[config.mk]
export PLATFORM = sky130hd
export DESIGN_NAME = fetch_ifid
export DESIGN_NICKNAME = d
export VERILOG_FILES = /design/src/rtl/fetch_ifid.sv
export SDC_FILE = /design/constraint.sdc
export NUM_CORES = 1
export LEC_CHECK = 0
export BUFFER_PORTS_ARGS = -buffer_cell sky130_fd_sc_hd__buf_2
export CAP_MARGIN = 20
export CORE_ASPECT_RATIO = 0.5
export CORE_MARGIN = 3
export CORE_UTILIZATION = 30
export DETAILED_ROUTE_END_ITERATION = 10
export PLACE_DENSITY = 0.59
export SLEW_MARGIN = 0
export SYNTH_ARGS = -nofsm -noshare
export SYNTH_HDL_FRONTEND = slang
export SYNTH_SLANG_ARGS = --single-unit
[constraint.sdc]
create_clock -name clk -period 2.5 [get_ports clk]
set_clock_uncertainty 0.15 [all_clocks]
set_input_delay 0.625 -clock clk [delete_from_list [all_inputs] [get_ports clk]]
set_output_delay 0.625 -clock clk [all_outputs]
set_load 0.01 [all_outputs]
[src/rtl/fetch_ifid.sv]
// Instruction fetch stage and IF/ID pipeline register for a 32-bit MIPS-style core.
// Redirect flushes IF/ID, stall freezes it, and a memory wait state inserts bubbles.
module fetch_ifid #(
    parameter logic [31:0] RESET_PC = 32'h0000_0000
) (
    input  logic        clk,
    input  logic        rst,
    input  logic        stall,
    input  logic        branch_taken,
    input  logic [31:0] branch_target,
    output logic [31:0] imem_addr,
    input  logic [31:0] imem_rdata,
    input  logic        imem_ready,
    output logic [31:0] pc,
    output logic [31:0] ifid_instr,
    output logic [31:0] ifid_pc4,
    output logic        ifid_valid,
    output logic [5:0]  opcode,
    output logic [4:0]  rs,
    output logic [4:0]  rt,
    output logic [4:0]  rd,
    output logic [4:0]  shamt,
    output logic [5:0]  func
);

    localparam int unsigned XLEN     = 32;
    localparam int unsigned PC_STEP  = 4;
    localparam logic [XLEN-1:0] WORD_MASK = ~XLEN'(3);
    localparam logic [XLEN-1:0] RESET_PC_WORD = RESET_PC & WORD_MASK;

    logic [XLEN-1:0] pc_plus4;

    assign pc_plus4  = pc + XLEN'(PC_STEP);
    assign imem_addr = pc;

    // Decoder-facing field split of the registered instruction.
    assign opcode = ifid_instr[31:26];
    assign rs     = ifid_instr[25:21];
    assign rt     = ifid_instr[20:16];
    assign rd     = ifid_instr[15:11];
    assign shamt  = ifid_instr[10:6];
    assign func   = ifid_instr[5:0];

    // Priority: reset, redirect, stall, memory wait, normal fetch.
    always_ff @(posedge clk) begin
        if (rst) begin
            pc         <= RESET_PC_WORD;
            ifid_instr <= '0;
            ifid_pc4   <= '0;
            ifid_valid <= 1'b0;
        end else if (branch_taken) begin
            pc         <= branch_target & WORD_MASK;
            ifid_instr <= '0;
            ifid_pc4   <= '0;
            ifid_valid <= 1'b0;
        end else if (stall) begin
            pc         <= pc;
            ifid_instr <= ifid_instr;
            ifid_pc4   <= ifid_pc4;
            ifid_valid <= ifid_valid;
        end else if (!imem_ready) begin
            // Same address is retried next cycle; decode sees a NOP meanwhile.
            pc         <= pc;
            ifid_instr <= '0;
            ifid_pc4   <= '0;
            ifid_valid <= 1'b0;
        end else begin
            pc         <= pc_plus4;
            ifid_instr <= imem_rdata;
            ifid_pc4   <= pc_plus4;
            ifid_valid <= 1'b1;
        end
    end

endmodule

==> summary.md <==
| Metric | Value |
|---|---|
| Area grow syn2layout | 29.04% |
| Number of flops mapped to enable cells by yosys | 0 |
| FP Rows | 30 |
| Crit-path slowest cell | or4_1 |
| Met2 wire len | 6335 um |
| Most frequent cell after synthesis | dfxtp_1 |
| Vias in the first global route | 3779 |
| HP Class | reg -> reg |
| Reg power frac | 0.467 |
| WL met1 | 5831 um |
| Area of the multi-input gates | 0.001972 mm2 |
| Final Hold Fails | 0 |
| FFs w/ async S/R, synth | 0 |
| Fin cells | 867 |
| Core ar. | 0.01404 mm2 |
| Top_reg_cell synth | dfxtp_1 |
| TritonCTS Buffers | 9 |
| Avg Cell Area, Syn | 8.875 um2 |
| CP startpoint | imem_addr[3]$_SDFFE_PP0P_ |
| Cell count of the worst reg-to-reg path | 6 |
| Sink Count | 93 |
| Status | complete, no violations |
| Mapped cell area | 0.004473 mm2 |
| Cells after DPL | 851 |
| Tcrit/Tclk final | 0.9105 |
| CP endpoint | imem_addr[24]$_SDFFE_PP0P_ |
| Maxcap violations | 0 |
| R2R setup slack | 0.22 ns |
| Seq/Total Area, Yosys | 0.4162 |
| Crit Reg-Reg Startpoint | imem_addr[3]$_SDFFE_PP0P_ |
| Endpoint type of the worst setup path | flop |
| Mapped Cells | 504 |
| Max Slew Vio Count | 0 |
| Die Width | 178.7 um |
| Post-synth top cells | dfxtp_1 (93), buf_4 (69), nand2_1 (48) |
| CTS clk-pin slew, worst paths | 0.07 ns |
| Fmax | 439.3 MHz |
| Crit path arrival time | 2.35 ns |
| GP Congestion | 0.8057 |
| Setup TNS | 0 ns |
| Clock Latency Late Sink | 0.34 ns |
| Worst VDD drop | 0.3699 mV |
| Switching power total | 0.8676 mW |
| Leak | 2.717 nW |
| Clock Root Buffer | clkbuf_16 |
| Fin nets | 740 |
| DR vias | 4038 |
| Initial cell density of the core | 0.3186 |
| Initial antenna violation count | 0 |
| Final setup fails | 0 |
| Gr usage total | 0.1534 |
| Total wire length | 13120 um |
| Die height | 92.35 um |
| Largest cells by area after synthesis | dfxtp_1 (42%), buf_4 (12%), a22o_1 (6.7%) |
| Yosys reg bits | 93 |
| Stages on worst setup path | 6 |
| Setup crit start kind | flop |
| IO Port Bufs | 221 |
| CTS tree | yes |
| Diodes inserted | 0 |
| Synth warn | 0 |
| CP required | 2.57 ns |
| Slowest cell delay on critical path | 0.73 ns |
| Number of nets with antenna violations after routing | 0 |
| Total gr overflow | 0 |
| Iteration-0 DRC Markers | 178 |
| Distinct cells, synth | 41 |
| WL met3 | 802 um |
| First-pass GRT wire length | 20220 um |
| Reg2reg end | imem_addr[24]$_SDFFE_PP0P_ |
| Die ar. | 0.01650 mm2 |
| Detailed Place HPWL | 9852 um |
| Share of Yosys cell area claimed by the top area cell type | 0.4162 |
| Htree depth | 3 |
| Worst Path Buf+Inv | 0 |
| Kind of cell adding the most delay to the critical path | simple AND/OR/NAND/NOR gates |
| Post-CTS sizing | 0 |
| Minimum clock period | 2.276 ns |
| Int Pwr | 2.526 mW |
| CP max FO | 6 |
| Pwr dens | 587.9 mW/mm2 |
| Pin count of the biggest net entering global routing | 48 |
| I/O Pins | 230 |
| Number of vias per cell | 4.657 |
| Switching Fraction | 0.2557 |
| Crit path kind | reg -> reg |
| Cell taking the most area after synthesis | dfxtp_1 |
| Hold_buf cts | 0 |
| Routed wire per std cell | 15.13 um |
| Sequential Area | 0.001862 mm2 |
| Comb pwr share | 0.123 |
| Highest metal used | met4 |
| Fill count | 1437 |
| Cell breakdown of the critical path | ha_1 > nand3_1 > or4_1 > nor4_2 > xnor2_1 > o22ai_1 |
| Post-CTS Repair Setup Buffers | 0 |
| Share of post-route cells with drive strength above 1 | 0.4207 |
| DRC Markers | 0 |
| Drt first pass iters | 4 |
| Clk pwr share | 0.410 |
| Clock Tree Buf Depth | 2 |
| RSZ-0062 raised after global routing | false |
metal layers:
layer | track usage | vias up
li1 | - | 2007
met1 | 0.1941 | 1894
met2 | 0.2614 | 126
met3 | 0.03849 | 11
met4 | 0.03886 | 0
met5 | 0 | -
worst min path at each step:
stage,depth (start not counted),start,endpoint
6_report,2,ifid_valid$_SDFFE_PP0N_,ifid_valid$_SDFFE_PP0N_
3_5_place_dp,2,ifid_valid$_SDFFE_PP0N_,ifid_valid$_SDFFE_PP0N_
4_1_cts,2,ifid_valid$_SDFFE_PP0N_,ifid_valid$_SDFFE_PP0N_
5_1_grt,2,ifid_pc4[23]$_SDFFE_PP0N_,ifid_pc4[23]$_SDFFE_PP0N_
3_3_place_gp,2,ifid_valid$_SDFFE_PP0N_,ifid_valid$_SDFFE_PP0N_
2_1_floorplan,2,ifid_pc4[23]$_SDFFE_PP0N_,ifid_pc4[23]$_SDFFE_PP0N_
worst reg2reg max path: stages (launching register included):
cell,delay [ns]
dfxtp_1,0.40
ha_1,0.23
nand3_1,0.12
or4_1,0.73
nor4_2,0.25
xnor2_1,0.19
o22ai_1,0.10
power by group through the flow:
stage                     sequential, mW  combinational, mW  clock [mW]
after global routing                1.59              0.458        1.50
after global placement              1.62              0.417           0
after CTS                           1.58              0.422        1.43
after floorplan                     1.64              0.238           0
after detailed placement            1.62              0.420           0
final                               1.58              0.418        1.39
per-stage QoR:
stage	cell area, um2	utilization	total power, mW	hold slack, ns	setup WS (ns)
after floorplan	4492	-	1.878	0.3166	0.2513
after global placement	5469	0.3896	2.033	0.2803	0.2117
after detailed placement	5469	0.3896	2.038	0.2839	0.1979
after CTS	5772	0.4111	3.434	0.2953	0.1958
after global routing	5772	0.4111	3.546	0.3159	0.08064
final	5772	0.4111	3.393	0.2926	0.2236
area by class of cell:
cell class / count / area share
Timing Repair Buffer: 253 / 0.2398
Multi-Input combinational cell: 310 / 0.3416
Tap cell: 192 / 0.04162
Sequential cell: 93 / 0.3226
Clock buffer: 11 / 0.04206
Clock inverter: 5 / 0.01041
Inverter: 3 / 0.001951
flip-flops by register name, indices dropped and copies added (netlist names):
signal,count
ifid_instr,32
ifid_pc4,30
imem_addr,30
ifid_valid,1
logic make-up (layout without fill, tap and decap cells):
logic type | count (synthesis) | after routing | synth area share
AND/OR/NAND/NOR | 152 | 152 | 0.1759
buffers and inverters | 106 | 272 | 0.1494
AO/OA/AOI/OAI | 101 | 101 | 0.1555
flip-flops | 93 | 93 | 0.4162
XOR/XNOR | 45 | 45 | 0.08811
multiplexers | 5 | 5 | 0.01119
adder cells (fa/ha/maj) | 1 | 1 | 0.002797
other | 1 | 6 | 0.0008384
cell usage in the layout (no fill, tap or decap), types with 5 or more instances in the layout:
master     instances
nand4_1            7
buf_2            221
or3_1              6
nor3_2             7
a22o_1            34
o21ai_1           10
a21oi_1           14
nand3_1           13
nand2_1           48
nor2_1            34
xor2_1            15
and3_1            11
nor3_1             6
conb_1             6
a211oi_1          10
dfxtp_1           93
mux2i_1            5
clkbuf_16          9
xnor2_1           30
buf_4             29
o21ai_0           21
Power figures use the tool's default switching activity.
